$ cat config.mk
export PLATFORM = sky130hd
export DESIGN_NAME = hb_task_consumer
export DESIGN_NICKNAME = d
export VERILOG_FILES = /design/src/rtl/hb_task_consumer.sv
export SDC_FILE = /design/constraint.sdc
export NUM_CORES = 1
export LEC_CHECK = 0
export CAP_MARGIN = 20
export CELL_PAD_IN_SITES_DETAIL_PLACEMENT = 1
export CELL_PAD_IN_SITES_GLOBAL_PLACEMENT = 2
export CORE_ASPECT_RATIO = 0.9
export CORE_UTILIZATION = 28
export DETAILED_ROUTE_END_ITERATION = 16
export GPL_ROUTABILITY_DRIVEN = 0
export PLACE_DENSITY_LB_ADDON = 0.1
export SLEW_MARGIN = 10
export SYNTH_ARGS = -nofsm -noshare
export SYNTH_HDL_FRONTEND = slang
export SYNTH_SLANG_ARGS = --single-unit
$ cat constraint.sdc
create_clock -name clk -period 3 [get_ports clk]
set_input_delay 0.75 -clock clk [delete_from_list [all_inputs] [get_ports clk]]
set_output_delay 0.75 -clock clk [all_outputs]
set_load 0.03 [all_outputs]
$ cat src/rtl/hb_task_consumer.sv
// Single-tile worker endpoint: accepts one task word, counts down its duration,
// then reports completion and keeps completion / busy-cycle statistics.
//
// state  | meaning
// IDLE   | waiting for a task word, task_ready high
// EXEC   | counting down the effective duration, busy high
// REPORT | presenting the completion record until done_ready
module hb_task_consumer #(
  parameter int MAX_DUR = 1024
) (
  input  logic        clk,
  input  logic        reset_n,
  input  logic        task_valid,
  input  logic [31:0] task_data,
  output logic        task_ready,
  output logic        done_valid,
  output logic [31:0] done_data,
  output logic        done_clamped,
  input  logic        done_ready,
  output logic        busy,
  output logic [31:0] completed_count,
  output logic [31:0] busy_cycles
);

  typedef enum logic [1:0] {
    IDLE   = 2'd0,
    EXEC   = 2'd1,
    REPORT = 2'd2
  } state_t;

  localparam logic [15:0] MAX_DUR_W = 16'(MAX_DUR);

  state_t      state;
  logic [15:0] remain;
  logic [15:0] req_dur;
  logic [15:0] eff_dur;
  logic        eff_clamped;

  assign req_dur = task_data[15:0];

  always_comb begin
    eff_dur     = req_dur;
    eff_clamped = 1'b0;
    if (req_dur == 16'd0) begin
      eff_dur = 16'd1;
    end else if (req_dur > MAX_DUR_W) begin
      eff_dur     = MAX_DUR_W;
      eff_clamped = 1'b1;
    end
  end

  assign task_ready = (state == IDLE);
  assign busy       = (state == EXEC);
  assign done_valid = (state == REPORT);

  always_ff @(posedge clk) begin
    if (!reset_n) begin
      state           <= IDLE;
      remain          <= 16'd0;
      done_data       <= 32'd0;
      done_clamped    <= 1'b0;
      completed_count <= 32'd0;
      busy_cycles     <= 32'd0;
    end else begin
      case (state)
        IDLE: begin
          if (task_valid) begin
            state        <= EXEC;
            remain       <= eff_dur;
            done_data    <= {task_data[31:16], eff_dur};
            done_clamped <= eff_clamped;
          end
        end
        EXEC: begin
          if (busy_cycles != 32'hFFFF_FFFF) begin
            busy_cycles <= busy_cycles + 32'd1;
          end
          remain <= remain - 16'd1;
          // the last EXEC cycle is the one that sees a count of 1
          if (remain == 16'd1) begin
            state <= REPORT;
          end
        end
        REPORT: begin
          if (done_ready) begin
            state           <= IDLE;
            completed_count <= completed_count + 32'd1;
          end
        end
        default: state <= IDLE;
      endcase
    end
  end

endmodule

---- Word-level counts from Yosys, hierarchy flattened ----
Cells that the tools add are included.
word-level totals
  register bits ........................... 115
  bits of input ports ..................... 36
  output and inout port bits .............. 100
  word-level logic and storage cells ...... 35
operators by class
  add/subtract/negate cells ............... 3
  order comparisons ....................... 1
  eq/ne operators ......................... 7
  muxes and demuxes ....................... 10
  reduce and logical (&&, ||, !) cells .... 8
operator list
  operator                                                                 count
  32-bit by 1-bit adder with 32-bit output (second input constant)         2
  16-bit two-way mux                                                       3
  32-bit != test (second input constant)                                   1
  16-bit one-hot mux with 2 select lines                                   1
  16-bit by 1-bit == test with 1-bit output (second input constant)        1
  16-bit by 11-bit > comparator with 1-bit output (second input constant)  1
  16-bit zero test                                                         1
  16-bit by 1-bit subtractor with 16-bit output (second input constant)    1
  2-bit AND reduction                                                      4
  2-bit two-way mux                                                        3
  2-bit one-hot mux with 3 select lines                                    1
  2-bit by 1-bit != test with 1-bit output (second input constant)         2
  3-bit AND reduction                                                      1
  2-bit by 1-bit == test with 1-bit output (second input constant)         1
  2-bit == test (second input constant)                                    1
  2-bit zero test                                                          1
  1-bit two-way mux                                                        2
  2-bit != test (second input constant)                                    1
  2-bit nonzero test                                                       1

---- Logic depth before layout (Yosys ltp) ----
  depth after elaboration ................. 5
  gate-level depth with buffers ........... 8
  mapped depth without buffers ............ 6

---- Least setup slack after synthesis ----
No wires, ideal clock.
  path type ............................... register to register
  start point ............................. register busy_cycles[3]
  end point ............................... register busy_cycles[27]
  setup time .............................. 70 ps
  arrival time ............................ 2309 ps
  data required time ...................... 2930 ps
  setup slack ............................. 621 ps
  stages on the path, launching flop included .. 8
  path buffers ............................ 2
  clock period less this slack ............ 2379 ps
  cells stage by stage .................... dfxtp_1 nand4_2 or3_1 buf_2 or3_1 clkbuf_2 or4_1 a21oi_1
between the ends
  cells in the longest elaborated chain, start to end .. 2
  elaborated cells between the ends (all ways) .. 3
  those cells by class .................... add/sub (1); eq/ne (1); reduce/logical (1)
ends and longest elaborated chain
  what                                                                                              RTL line  text
  start, declared                                                                                   22        output logic [31:0] busy_cycles
  start signal, assigned                                                                            76        busy_cycles <= busy_cycles + 32'd1;
  parallel branches: the longest is 2 deep, another holds 32-bit by 1-bit adder with 32-bit output  n/a
Several ways; the timed one is not identified.
A chain may end at the register's enable or synchronous reset.

---- Final worst setup path ----
  start point ............................. register state[0]
  end point ............................... output port busy
between the ends
  cells in the longest elaborated chain, start to end .. 1
ends and longest elaborated chain
  what                                      RTL line  text
  start, declared                           33        state_t state;
  start signal, assigned                    58        state <= IDLE;
  start signal, assigned                    68        state <= EXEC;
  start signal, assigned                    81        state <= REPORT;
  2-bit by 1-bit == test with 1-bit output  53        assign busy = (state == EXEC);
  end, declared                             20        output logic busy,
Every way passes these cells.

==> flow_summary.yaml <==
routing:
  ant_nets: 0
  avgViaCountPerCell: 5.110
  vias: 5079
  avgRoutedWirePerCell_um: 16.04
  detail_route.iter0.violations: 194
  firstDrtPassIters: 4
  drc: 0
  wirelength_um: 15940
placement:
  place.detailed.hpwl_um: 11380
  post-place-cells: 962
  portBuffers: 135
final_layout:
  drive_gt1_share_pct: 7.427
  finish.net_count: 781
  n_antenna_cell: 0
  syn_to_final_growth_pct: 45.98
  utilization_pct: 42.02
  final_cell_count_no_fill: 994
sta:
  timing.final.hold_violations: 0
  tns_ps: 0
  timing.hold.ws_ps: 458.5
  finClkSkew_ps: 10.63
  max-slew-margin-rel_pct: 57.44
  rsz0062_at_grt: "no"
  achievable-frequency_mhz: 383.7
  slew_viol_final: 0
  fin_crit_sh_pct: 86.88
  finalWorstPathRequiredPeriod_ps: 2607
  worst-slew-pin-transition_ps: 633.5
  timing.final.setup_violations: 0
yosys:
  syn_avg_cell_area_um2: 8.490
  netlist_area_mm2: 0.005102
  yosysWarningCount: 0
  postSynthRegisterBits: 115
  synth_enable_flop_cells: 0
  synth_xor_area_share_pct: 5.665
  ys_types: 47
  ys_seq_area_share_pct: 45.12
  synth_top_family_by_area: "simple AND/OR/NAND/NOR gates"
  dominant_register_cell_in_the_synthesized_netlist: "dfxtp_1"
  area_fraction_in_and_or_nand_and_nor_cells_after_synthesis_pct: 28.45
  synth_mux_area_share_pct: 2.011
  synth-compound-area-share_pct: 14.84
  syn-num-nets: 641
  synthAdderAreaFrac_pct: 0.9809
  async_reset_ff_share_pct: 0
  postSynthCellCount: 601
power_and_ir_drop:
  irDropWorstVdd_uv: 393.5
  totalPowerFinal_mw: 4.479
  power.density_cell_area_mw_per_mm2: 601.3
  cellLeakagePower_nw: 2.561
critical_path:
  critPathLaunch: "state[0]"
  critical_path_source_type: "flip-flop"
  cp.required_ps: 2250
  worst-endpoint-arrival_ps: 1860
  crit_path_max_fanout: 8
  timing_worst_setup_path_type: "flip-flop to output port"
  reg2reg_from: "busy_cycles[0]"
  worst_r2r_path_depth: 6
  end_kind: "output port"
cts:
  path_clk_slew_ps: 50
  cts_resized: 0
  post_cts_setup_buffers: 0
  worstSkewPairLatency_ps: 420
  tritoncts: "done"
  htreeDepth: 4
  clock_tree.root_cell: "clkbuf_16"
  cts_buffer_depth: 2
  tritoncts.num_buffers: 17
  cts.sinks: 115
  cts_hold_buffers: 0
floorplanning:
  design.portCount: 136
  floorplan.die.width_um: 144.3
  standard_cell_rows: 46
  die_outline_area_mm2: 0.01877
  floorplan.initialDensity_pct: 28.78
  coreArea_mm2: 0.01773
  floorplan.die.height_um: 130.1
run:
  drv_cap: 0
run_status:
  status: "finished clean"
grt:
  overflow: 0
  first_global_vias: 5079
  grt_max_degree: 35
  antenna_violations_before_repair: 0
  wire_length_of_the_first_global_routing_pass_um: 26250
  global_route.usage.total_pct: 17.96
worst_hold_path:
  hold_path_depth: 2
  worst_hold_startpoint: "done_data[31]"
  min-delay-path-class: "flip-flop to flip-flop"
==> worst paths after layout <==
path                     end  slack (ps)
max                     busy         390
min            done_data[31]         460
max reg2reg  busy_cycles[26]         600
min reg2reg    done_data[31]         460
==> metrics by stage <==
step | area, um^2 | worst slack, ps
6_report | 7448 | 393.5
5_1_grt | 7448 | 275.8
3_3_place_gp | 6775 | 416.9
2_1_floorplan | 5102 | 621.0
3_5_place_dp | 6775 | 353.0
4_1_cts | 7448 | 332.2
==> synth_stat cells, types with 2 or more instances <==
cell type | number | area, um^2
dfxtp_1 | 115 | 2302
nand2_1 | 72 | 270.3
a21oi_1 | 51 | 255.2
nor2_1 | 51 | 191.4
nand4_1 | 34 | 212.7
nand3_1 | 27 | 135.1
clkbuf_1 | 26 | 97.59
xor2_1 | 23 | 201.4
o21ai_0 | 18 | 90.09
or3_1 | 18 | 112.6
nor4_1 | 14 | 87.58
nor3_1 | 13 | 65.06
a22o_1 | 12 | 105.1
nand2b_1 | 10 | 62.56
xnor2_1 | 10 | 87.58
o31ai_1 | 9 | 67.56
inv_1 | 8 | 30.03
mux2i_1 | 8 | 80.08
or4_1 | 8 | 60.06
and2_1 | 7 | 43.79
and4_1 | 7 | 61.31
and3_1 | 6 | 37.54
o311ai_0 | 6 | 52.55
a31oi_1 | 4 | 25.02
ha_1 | 4 | 50.05
o41ai_1 | 4 | 35.03
a211oi_1 | 3 | 22.52
nor2b_1 | 3 | 18.77
o211ai_1 | 3 | 22.52
o21a_1 | 3 | 22.52
o31a_1 | 3 | 26.28
buf_2 | 2 | 10.01
mux2_2 | 2 | 22.52
nand4b_1 | 2 | 17.52
o21bai_1 | 2 | 15.01
or2_2 | 2 | 12.51
==> where the power goes <==
part	total (mW)	internal, mW	switching [mW]
clock network	2.33	1.58	0.753
logic	0.505	0.211	0.295
registers	1.64	1.59	0.0560
==> final cells by class <==
| cell class | instances | area [um^2] |
|---|---|---|
| clock buffers | 19 | 442.9 |
| clock inverters | 13 | 230.2 |
| fillers | 2085 | 10280 |
| inverters | 9 | 33.78 |
| multi-input cells | 447 | 2655 |
| flip-flops and latches | 115 | 2302 |
| well taps | 240 | 300.3 |
| repair buffers | 151 | 1484 |
==> critical path: stages, from the launching register on <==
cell and delay (ps):
dfxtp_1 520, nand2b_1 130, inv_1 110, clkdlybuf4s50_1 690
==> state kept, by name, summed over array words and instances (netlist names) <==
name	cells
state	2
completed_count	32
busy_cycles	32
remain	16
done_clamped	1
done_data	32
==> metal layers <==
layer,global-route usage [%],up-vias,part of all wire (%)
met3,5.138,12,5.3
met2,28.70,117,45
met4,6.563,0,1.2
li1,-,2478,-
met5,0,-,0
met1,22.98,2472,48
==> cell usage in the layout (no fill, tap or decap), types with 3 or more instances in the layout <==
| cell | n |
|---|---|
| nand2b_1 | 10 |
| ha_1 | 4 |
| a211oi_1 | 3 |
| nand3_1 | 27 |
| mux2i_1 | 8 |
| nor2b_1 | 3 |
| o31a_1 | 3 |
| nor3_1 | 13 |
| nand4_1 | 34 |
| a22o_1 | 12 |
| xnor2_1 | 10 |
| o21a_1 | 3 |
| a21oi_1 | 51 |
| clkdlybuf4s50_1 | 135 |
| or3_1 | 18 |
| clkinvlp_4 | 3 |
| or4_1 | 8 |
| and4_1 | 7 |
| o211ai_1 | 3 |
| buf_4 | 15 |
| nor4_1 | 14 |
| o21ai_0 | 18 |
| and3_1 | 6 |
| dfxtp_1 | 115 |
| clkbuf_16 | 17 |
| xor2_1 | 23 |
| o41ai_1 | 4 |
| nor2_1 | 51 |
| o311ai_0 | 6 |
| a31oi_1 | 4 |
| nand2_1 | 72 |
| o31ai_1 | 9 |
| bufinv_16 | 6 |
| and2_1 | 7 |
| inv_1 | 8 |
==> cell families after synthesis <==
logic type / after synthesis
muxes: 10
AOI/OAI and AO/OA: 120
xor gates and xnor gates: 33
adders and majority gates: 4
buffers and inverters: 39
DFF: 115
and+or+nand+nor: 280
Power figures use the tool's default switching activity.
==> RTL edit (same flow settings) <==
The 3 states of `state_t` get a one-hot encoding in 3 bits.
--- a/src/rtl/hb_task_consumer.sv
+++ b/src/rtl/hb_task_consumer.sv
@@ -24,6 +24,6 @@
 
-  typedef enum logic [1:0] {
-    IDLE   = 2'd0,
-    EXEC   = 2'd1,
-    REPORT = 2'd2
+  typedef enum logic [2:0] {
+    IDLE   = 3'b001,
+    EXEC   = 3'b010,
+    REPORT = 3'b100
   } state_t;
Behaviour: same outputs for any inputs over 10 cycles, from zero or initial values and one cycle with reset_n low; not proved beyond that.
==> RTL edit against the original RTL <==
Via count down 0.18%; non-clock buffer count up 1; total power down 7.6%; final cell count up 1.6%; worst hold slack worse by 0.0013 ns; sequential cell count up 1; area after synthesis up 1.4%; register-to-register slack worse by 0.09 ns; die area up 1.4%; wire length up 3.2%; setup slack worse by 0.29 ns; sequential power down 2%; cell area up 0.10%; largest cell class unchanged.
==> RTL edit: results <==
[cells_and_area]
drive_gt1_share_pct = 7.79
nNonClkBuffers = 152
areaGrowthSynthToFinish_pct = 44.0
seq_share_pct = 31.1
final_nets = 797
layout.nonclk_buf_share_pct = 19.8
multi_input_area_um2 = 2650
multi_input_gates = 450
clock_tree_area_fraction_pct = 8.47
finalNonFillerCells = 1010

[worst_setup_path]
crit_path_max_fanout = 10
r2r-start = state[1]$_SDFFE_PN0P_
max_stage_delay_ns = 0.71
regToRegSetupSlack_ns = 0.51
cp.arrival_ns = 2.15

[sta]
hold_ws_ns = 0.457
slew_headroom_pct = 60.9
fin_skew_ns = 0.00655

[pwr]
p_leak_nw = 2.54
ir_drop_mv = 0.394

[synth]
synthTopCellsByArea = dfxtp_1 45%, a21oi_1 5.5%, nand2_1 4.9%
syn_inst = 620
synth_mux_area_share_pct = 1.16
syn_nets = 660
syn_area_um2 = 5180
synthAdderAreaFrac_pct = 0.967
yosysUniqueCellTypes = 50
synth_common_cells = 116 x dfxtp_1, 68 x nand2_1, 60 x nor2_1

[min_path]
whs_endpoint = done_data[23]$_SDFFE_PN0P_
worstHoldStart = done_data[23]$_SDFFE_PN0P_

[placed_design]
post_dp_cell_area_um2 = 6820
dp.cells = 978
dp_slack_ns = 0.279
hpwl_um = 11800

[grt]
grt_pass1_vias = 5339
grt_pass1_wl_um = 27400
use_met1_pct = 21.8
use_met2_pct = 30.4

[detailed_routing]
wl_met2_um = 7440
wl_met3_um = 1180
drt-met1-wl_um = 7600
routed_wl_um = 16500
drt_first_iter_violations = 143

[run_status]
status = completed
-- RTL edit: changes by cell type in the layout (fill, tap and decap cells not counted), moves of 7 or more --
cell and delta:
nand3_1 -7, nor2_1 +9, xor2_1 -10, nand4_1 -9, xnor2_1 +15, o21ai_0 +11
inv_1 +10, o21ai_1 +8
-- RTL edit: worst max path at each step --
stage / to / slack, ns / cells after the start
2_1_floorplan: done_data[0]$_SDFFE_PN0P_ / 0.63 / 6
3_3_place_gp: completed_count[31]$_SDFFE_PN0P_ / 0.32 / 6
3_5_place_dp: completed_count[31]$_SDFFE_PN0P_ / 0.28 / 6
4_1_cts: busy / 0.08 / 3
5_1_grt: busy / 0.02 / 3
6_report: busy / 0.10 / 3
-- RTL edit: where the power goes --
part,switching (mW),leakage [nW],internal (mW)
Sequential,0.0262,0.939,1.58
Combinational,0.210,1.31,0.148
Clock,0.780,0.292,1.40
Total,1.02,2.54,3.12
